--- config.mk ---
export PLATFORM = sky130hd
export DESIGN_NAME = unidade_controle_genius_param
export DESIGN_NICKNAME = d
export VERILOG_FILES = /design/src/rtl/unidade_controle_genius_param_pkg.sv /design/src/rtl/unidade_controle_genius_param_contador_tmr.sv /design/src/rtl/unidade_controle_genius_param.sv
export SDC_FILE = /design/constraint.sdc
export NUM_CORES = 1
export LEC_CHECK = 0
export CELL_PAD_IN_SITES_DETAIL_PLACEMENT = 0
export CELL_PAD_IN_SITES_GLOBAL_PLACEMENT = 2
export CORE_ASPECT_RATIO = 1.5
export CORE_MARGIN = 4
export CORE_UTILIZATION = 37
export CTS_BUF_LIST = sky130_fd_sc_hd__clkbuf_16
export CTS_CLUSTER_DIAMETER = 30
export DETAILED_ROUTE_END_ITERATION = 6
export DONT_BUFFER_PORTS = 1
export PLACE_DENSITY_LB_ADDON = 0.1
export SLEW_MARGIN = 20
export SYNTH_ARGS = -nofsm -noshare
export SYNTH_HDL_FRONTEND = slang
export SYNTH_SLANG_ARGS = --single-unit
--- constraint.sdc ---
create_clock -name clock -period 2.6 [get_ports clock]
set_input_delay 0.13 -clock clock [delete_from_list [all_inputs] [get_ports clock]]
set_output_delay 0.13 -clock clock [all_outputs]
set_load 0.01 [all_outputs]
--- src/rtl/unidade_controle_genius_param_pkg.sv ---
// Shared definitions for the memory-game control unit: 5-bit state codes seen by datapath and hex decoder.
// Latency: n/a (types only).
// Backpressure: n/a.
package unidade_controle_genius_param_pkg;

    typedef enum logic [4:0] {
        INICIAL           = 5'd0,
        INICIA_SEQUENCIA  = 5'd1,
        CARREGA_DADOS     = 5'd2,
        MOSTRA_DADOS      = 5'd3,
        ZERA_LEDS         = 5'd4,
        MOSTRA_APAGADO    = 5'd5,
        PROXIMA_POSICAO   = 5'd6,
        COMECO_JOGADA     = 5'd7,
        ESPERA_JOGADA     = 5'd8,
        REGISTRA_JOGADA   = 5'd9,
        COMPARA_JOGADA    = 5'd10,
        PASSA_JOGADA      = 5'd11,
        ULTIMA_SEQUENCIA  = 5'd12,
        PROXIMA_SEQUENCIA = 5'd13,
        PERDE_VIDA        = 5'd14,
        ACERTO            = 5'd15,
        ERRO              = 5'd16
    } estado_t;

endpackage

--- src/rtl/unidade_controle_genius_param_contador_tmr.sv ---
// Display/gap/timeout timer: up counter plus the limit compare selected by the current state.
// Latency: counter updates one clock after zera/conta; fim is combinational from count and state.
// Backpressure: none; saturates at all-ones instead of wrapping.
module contador_tmr
    import unidade_controle_genius_param_pkg::*;
#(
    parameter int TMR_W          = 13,
    parameter int DISPLAY_CYCLES = 1000,
    parameter int GAP_CYCLES     = 500,
    parameter int TIMEOUT_CYCLES = 5000
) (
    input  logic    clock,
    input  logic    reset,
    input  logic    zera,
    input  logic    conta,
    input  estado_t estado,
    output logic    fim
);

    localparam logic [TMR_W-1:0] DISPLAY_ULT = TMR_W'(DISPLAY_CYCLES - 1);
    localparam logic [TMR_W-1:0] GAP_ULT     = TMR_W'(GAP_CYCLES - 1);
    localparam logic [TMR_W-1:0] TIMEOUT_ULT = TMR_W'(TIMEOUT_CYCLES - 1);

    logic [TMR_W-1:0] valor;

    always_ff @(posedge clock or negedge reset) begin
        if (!reset) begin
            valor <= '0;
        end else if (zera) begin
            valor <= '0;
        end else if (conta && (valor != '1)) begin
            valor <= valor + TMR_W'(1);
        end
    end

    // Each timed state compares against its own limit; elsewhere fim is ignored.
    always_comb begin
        fim = 1'b0;
        case (estado)
            MOSTRA_DADOS:   fim = (valor == DISPLAY_ULT);
            MOSTRA_APAGADO: fim = (valor == GAP_ULT);
            ESPERA_JOGADA:  fim = (valor == TIMEOUT_ULT);
            default:        fim = 1'b0;
        endcase
    end

endmodule

--- src/rtl/unidade_controle_genius_param.sv ---
// Control unit for the memory-sequence game: shows the sequence, times plays, tracks lives and hard mode.
// Latency: Moore outputs, one state per clock; timed states last exactly their configured cycle counts.
// Backpressure: none; jogada is a single-cycle pulse consumed only in ESPERA_JOGADA.
module unidade_controle_genius_param
    import unidade_controle_genius_param_pkg::*;
#(
    parameter int DISPLAY_CYCLES = 1000,
    parameter int GAP_CYCLES     = 500,
    parameter int TIMEOUT_CYCLES = 5000,
    parameter int MAX_VIDAS      = 3,
    parameter int VIDAS_W        = 2,
    parameter int TMR_W          = 13
) (
    input  logic               clock,
    input  logic               reset,
    input  logic               iniciar,
    input  logic               modo,
    input  logic               jogada,
    input  logic               igual,
    input  logic               enderecoIgualSequencia,
    input  logic               fimS,
    output logic               zeraR,
    output logic               registraR,
    output logic               zeraE,
    output logic               contaE,
    output logic               zeraS,
    output logic               contaS,
    output logic               zeraM,
    output logic               registraM,
    output logic               acertou,
    output logic               errou,
    output logic               pronto,
    output logic [VIDAS_W-1:0] vidas,
    output logic [4:0]         db_estado,
    output logic               db_timeout
);

    localparam logic [VIDAS_W-1:0] VIDAS_INI = VIDAS_W'(MAX_VIDAS);

    estado_t estado, proximo;
    logic    modo_r, timeout_r;
    logic    zeraTMR, contaTMR, fim_tmr;
    logic    carrega_jogo, por_timeout;
    logic    pula_item;

    contador_tmr #(
        .TMR_W          (TMR_W),
        .DISPLAY_CYCLES (DISPLAY_CYCLES),
        .GAP_CYCLES     (GAP_CYCLES),
        .TIMEOUT_CYCLES (TIMEOUT_CYCLES)
    ) u_tmr (
        .clock  (clock),
        .reset  (reset),
        .zera   (zeraTMR),
        .conta  (contaTMR),
        .estado (estado),
        .fim    (fim_tmr)
    );

    always_ff @(posedge clock or negedge reset) begin
        if (!reset) begin
            estado    <= INICIAL;
            vidas     <= VIDAS_INI;
            modo_r    <= 1'b0;
            timeout_r <= 1'b0;
        end else begin
            estado    <= proximo;
            timeout_r <= por_timeout;
            if (carrega_jogo) begin
                vidas  <= VIDAS_INI;
                modo_r <= modo;
            end else if ((estado == PERDE_VIDA) && (vidas != '0)) begin
                vidas <= vidas - VIDAS_W'(1);
            end
        end
    end

    // In hard mode older items are walked past silently until E reaches S.
    assign pula_item = modo_r & ~enderecoIgualSequencia;

    always_comb begin
        proximo      = estado;
        zeraR        = 1'b0;
        registraR    = 1'b0;
        zeraE        = 1'b0;
        contaE       = 1'b0;
        zeraS        = 1'b0;
        contaS       = 1'b0;
        zeraM        = 1'b0;
        registraM    = 1'b0;
        acertou      = 1'b0;
        errou        = 1'b0;
        pronto       = 1'b0;
        zeraTMR      = 1'b0;
        contaTMR     = 1'b0;
        carrega_jogo = 1'b0;
        por_timeout  = 1'b0;
        case (estado)
            INICIAL: begin
                zeraR        = 1'b1;
                zeraM        = 1'b1;
                carrega_jogo = 1'b1;
                if (iniciar) proximo = INICIA_SEQUENCIA;
            end
            INICIA_SEQUENCIA: begin
                zeraS   = 1'b1;
                zeraE   = 1'b1;
                proximo = CARREGA_DADOS;
            end
            CARREGA_DADOS: begin
                zeraTMR   = 1'b1;
                registraM = ~pula_item;
                proximo   = pula_item ? PROXIMA_POSICAO : MOSTRA_DADOS;
            end
            MOSTRA_DADOS: begin
                contaTMR = 1'b1;
                if (fim_tmr) proximo = ZERA_LEDS;
            end
            ZERA_LEDS: begin
                zeraTMR = 1'b1;
                zeraM   = 1'b1;
                proximo = MOSTRA_APAGADO;
            end
            MOSTRA_APAGADO: begin
                contaTMR = 1'b1;
                if (fim_tmr) proximo = enderecoIgualSequencia ? COMECO_JOGADA : PROXIMA_POSICAO;
            end
            PROXIMA_POSICAO: begin
                contaE  = 1'b1;
                proximo = CARREGA_DADOS;
            end
            COMECO_JOGADA: begin
                zeraE   = 1'b1;
                zeraR   = 1'b1;
                zeraTMR = 1'b1;
                proximo = ESPERA_JOGADA;
            end
            ESPERA_JOGADA: begin
                contaTMR = 1'b1;
                if (jogada) begin
                    proximo = REGISTRA_JOGADA;
                end else if (fim_tmr) begin
                    proximo     = PERDE_VIDA;
                    por_timeout = 1'b1;
                end
            end
            REGISTRA_JOGADA: begin
                registraR = 1'b1;
                proximo   = COMPARA_JOGADA;
            end
            COMPARA_JOGADA: begin
                if (!igual)                      proximo = PERDE_VIDA;
                else if (enderecoIgualSequencia) proximo = ULTIMA_SEQUENCIA;
                else                             proximo = PASSA_JOGADA;
            end
            PASSA_JOGADA: begin
                contaE  = 1'b1;
                zeraTMR = 1'b1;
                proximo = ESPERA_JOGADA;
            end
            ULTIMA_SEQUENCIA: begin
                proximo = fimS ? ACERTO : PROXIMA_SEQUENCIA;
            end
            PROXIMA_SEQUENCIA: begin
                contaS  = 1'b1;
                zeraE   = 1'b1;
                proximo = CARREGA_DADOS;
            end
            PERDE_VIDA: begin
                zeraE   = 1'b1;
                zeraM   = 1'b1;
                proximo = (vidas == VIDAS_W'(1)) ? ERRO : CARREGA_DADOS;
            end
            ACERTO: begin
                acertou = 1'b1;
                pronto  = 1'b1;
                if (iniciar) begin
                    proximo      = INICIA_SEQUENCIA;
                    carrega_jogo = 1'b1;
                end
            end
            ERRO: begin
                errou  = 1'b1;
                pronto = 1'b1;
                if (iniciar) begin
                    proximo      = INICIA_SEQUENCIA;
                    carrega_jogo = 1'b1;
                end
            end
            default: proximo = INICIAL;
        endcase
    end

    assign db_estado  = estado;
    assign db_timeout = (estado == PERDE_VIDA) & timeout_r;

endmodule

* Word-level counts from Yosys, hierarchy flattened *
Cells that the tools add are included.

cells by class
  add/subtract/negate cells = 2
  eq/ne operators = 25
  muxes and demuxes = 35
  bitwise logic cells = 4
  reduce and logical (&&, ||, !) cells = 17

operators by type and width
  kind                   count
  $pmux 5 s12            1
  $eq 5x4->1 const B     8
  $mux 5                 6
  $mux 13                2
  $eq 5x3->1 const B     4
  $mux 1                 18
  $add 13x1->13 const B  1
  $eq 13x10->1 const B   1
  $eq 13x13->1 const B   1
  $eq 13x9->1 const B    1
  $ne 13x13->1 const B   1
  $reduce_or 3->1        4
  $eq 5x2->1 const B     2
  $mux 3                 3
  $reduce_or 2->1        4
  $reduce_or 4->1        2
  $mux 2                 3
  $reduce_bool 2->1      3
  $eq 5x1->1 const B     1
  $eq 5x5->1 const B     1
  $logic_not 5->1        1
  $ne 2x2->1 const B     2
  $reduce_and 4->1       1
  $ne 3x3->1 const B     1
  8 further kinds        11

storage, ports and cells
  flip-flop bits (word level) = 22
  output and inout port bits = 19
  logic and storage cells = 88

* Longest topological paths before layout *
  depth after elaboration = 6
  gate-level depth with buffers = 7

* Cells and area by module *
A second synthesis with hierarchy kept.

unflattened totals
  cells, all modules = 210
  area, all modules = 1,793.0 µm²

modules (own cells, without submodules)
  module                         times used  cells each  area an instance (µm²)  sequential area each (µm²)
  unidade_controle_genius_param  1           119         965.9                   227.7
  contador_tmr                   1           91          827.0                   325.3

* Worst setup path after synthesis *
No wires, ideal clock.

  path kind = register -> register
  from = register estado[2], in the netlist db_estado[2]
  to = register estado[0], in the netlist db_estado[0]
  setup time = 0.125 ns
  arrival time = 2.158 ns
  required time = 2.475 ns
  slack = 0.317 ns
  cell stages (with the launch flop) = 6
  path buffers = 0
  path through = dfrtp_1 > or3b_4 > or4_4 > a211o_1 > o21ba_1 > mux2_4

between the ends
  longest elaborated chain between the ends = 4

ends and longest elaborated chain
  what                                           RTL line                                                                               source
  start: declaration                             unidade_controle_genius_param.sv:40                                                    estado_t estado, proximo;
  start signal: assignment                       unidade_controle_genius_param.sv:67                                                    estado <= proximo;
  $eq 5x4->1 (tied with other cells)             unidade_controle_genius_param_contador_tmr.sv:39, unidade_controle_genius_param.sv:98
  $pmux 1 s3 or $reduce_or 3->1 (tied branches)  --
  $ne 3x3->1 (no line) (tied with other cells)   --
  $reduce_and 4->1 (no line)                     --

Several ways; a longest one is shown, not always the timed one.
A chain may end at the register's enable or synchronous reset.

* Worst setup path in the final report *
  from = register estado[0], in the netlist db_estado[0]
  to = register estado[0], in the netlist db_estado[0]

The elaborated chain is that of the path after synthesis.

==> out/qor.txt <==
Area Overhead vs Synth -> 11.2%
Die height -> 89.8 um
Setup crit end kind -> register
Hpwl dp -> 3520 um
Ant. Diodes -> 0
Worst-margin pin slew -> 0.579 ns
Final ANT Viol Nets -> 0
Post-CTS Setup Bufs -> 0
Initial Util -> 38.5%
Final nets -> 220
Synth cell types -> 54
Vias -> 1581
Number of global-route vias before repair -> 1598
WL/cell -> 18.2 um
Switching fraction of total power -> 44.8%
Commonest non-fill, non-tap cell in the layout -> dfrtp_1
Most frequent cells in the layout -> dfrtp_1 (20), nor2_1 (18), a21oi_1 (15)
Vias per cell -> 6.22
Worst VDD drop -> 456 uV
Drt first-iter violations -> 132
FF+latch count, synth -> 22
Post-synth EDFFs -> 0
FP Rows -> 29
Startpoint Class -> register
Residual DRC -> 0
Worst hold path type -> in -> reg
Setup TNS -> 0 ns
Leak Pwr -> 0.733 nW
FFs w/ async S/R, synth -> 100%
Final Hold Vio Count -> 0
Drt total wl -> 4610 um
H-tree depth -> 1
Num ports -> 27
Syn Std Cell Area -> 1650 um2
GRT Total Usage -> 17.2%
Clock Latency Late Sink -> 0.25 ns
Worst-path clk slew -> 0.06 ns
First-pass GRT wire length -> 7870 um
Worst Setup Path Type -> reg -> reg
Period minus WS final -> 2.41 ns
CTS buffer count -> 3
Hold_buf cts -> 1
Final core occ -> 42.8%
Pwr dens -> 1150 nW/um2
Largest net degree at the start of global routing -> 24
Critical Path Fanout Max -> 19
Die width -> 62.5 um
Worst r2r path cells -> 5
CTS tree -> built
Clock group share of total power -> 20.3%
Hold Startpoint -> modo
Combinational Power Share -> 54.2%
Number of max-cap violations -> 0
GPL Wtd Cong -> 0.850
Status -> finished, final reports clean
RSZ-0062 raised after global routing -> false
Core area -> 4280 um2
Clock tree buffer depth -> 2
Final setup fails -> 0
Flop-to-flop setup slack -> 0.19 ns
Post-Synthesis Mean Instance Area -> 8.01 um2
Syn Nets -> 217
Ys Warns -> 0
Psw -> 0.000943 W
Die area -> 5610 um2
R2R Path End -> db_estado[0]
IO buf count -> 0
Clock sink count -> 22
Fmax -> 415 MHz
WHS Path Cells -> 1
Cell Int Power -> 0.00116 W
Reg power frac -> 25.5%
CP required -> 2.74 ns
Relative slew slack -> 61.4%
Router iterations before antenna repair -> 4
Cts repair resizes -> 0
Max-slew violations -> 0
Placed cell areas -> 1710 um2
Tcrit/Tclk final -> 92.6%
Root Buffer -> clkbuf_16
Post-route cell area -> 1830 um2
R2r startpoint -> db_estado[0]
GRT Residual Overflow -> 0
Share of cells above drive strength 1 -> 9.62%
Setup Skew -> 0.00118 ns
WHS Endpoint -> modo_r
Post-Syn Instances -> 206
Sequential fraction of the synthesis area -> 33.5%
Top FF cell, synth -> dfrtp_1
Worst EP arrival -> 2.55 ns
Antenna violations before repair -> 0
[worst max-delay path by stage]
stage | start | to | slack (ns) | cells after the start
after global placement | db_estado[0] | db_estado[0] | 0.27 | 5
after CTS | db_estado[0] | db_estado[0] | 0.22 | 5
after global routing | db_estado[0] | db_estado[0] | 0.005 | 5
after detailed placement | db_estado[0] | db_estado[0] | 0.23 | 5
final | db_estado[0] | db_estado[0] | 0.19 | 5
after floorplan | db_estado[2] | db_estado[0] | 0.32 | 5
[registers in the layout, summed over array words and instances, names as in the netlist]
signal	cells
u_tmr.valor	13
modo_r	1
vidas	2
timeout_r	1
db_estado	5
[routing by layer]
metal | global-route usage, % | vias to the layer above | part of all wire, %
met2 | 33.5 | 31 | 57
met1 | 18.1 | 771 | 38
met3 | 3.37 | 4 | 4.6
met5 | 0 | - | 0
li1 | - | 775 | -
met4 | 4.97 | 0 | 1.1
[kinds of logic after synthesis]
kind of cell / count (synthesis) / share of synthesized area [%]
AO/OA/AOI/OAI: 60 / 24.5
XOR/XNOR: 4 / 2.12
adder cells (fa/ha/maj): 3 / 2.28
buffers and inverters: 23 / 5.24
flip-flops: 22 / 33.5
multiplexers: 5 / 3.49
AND/OR/NAND/NOR: 89 / 28.8
[power by group through the flow]
| stage | logic [W] | registers (W) | clock network (W) |
|---|---|---|---|
| after detailed placement | 0.00113 | 0.000543 | 0 |
| final | 0.00114 | 0.000537 | 0.000428 |
| after CTS | 0.00114 | 0.000535 | 0.000437 |
| after global routing | 0.00127 | 0.000556 | 0.000451 |
| after global placement | 0.00111 | 0.000539 | 0 |
| after floorplan | 0.000876 | 0.000504 | 0 |
[through the flow]
step | hold WS, ns | power (W) | worst slack (ns) | instances
CTS | 0.0322 | 0.00212 | 0.223 | 253
global placement | -0.165 | 0.00165 | 0.272 | 248
finish | 0.0334 | 0.00211 | 0.191 | 254
detailed placement | -0.165 | 0.00168 | 0.234 | 248
global route | 0.0257 | 0.00228 | 0.00517 | 254
floorplan | -0.166 | 0.00138 | 0.317 | 206
[critical path, cell delays in order, from the launching register on]
cell     delay [ns]
dfrtp_1        0.59
or2_2          0.42
or4_4          0.49
a211o_1        0.27
o21ba_1        0.22
mux2_4         0.31
[synth_stat cells (4+ instances only)]
cell type  count  area, um2
a21oi_1       15       75.1
buf_1          4       15.0
clkbuf_1       6       22.5
dfrtp_1       20        500
inv_1         13       48.8
nand2_1       14       52.6
nand2b_1       6       37.5
nand3_1        8       40.0
nor2_1        18       67.6
nor3_1        12       60.1
o21ai_0       11       55.1
or3_1          7       43.8
[layout make-up]
cell class,count,area [um2]
timing repair buffer,8,60.1
multi-input combinational,161,1010
sequential,22,553
tap,46,57.6
inverter,13,48.8
clock buffer,3,75.1
clock inverter,1,30.0
fill,448,2450
No activity file was read; power rests on OpenSTA's default activity.
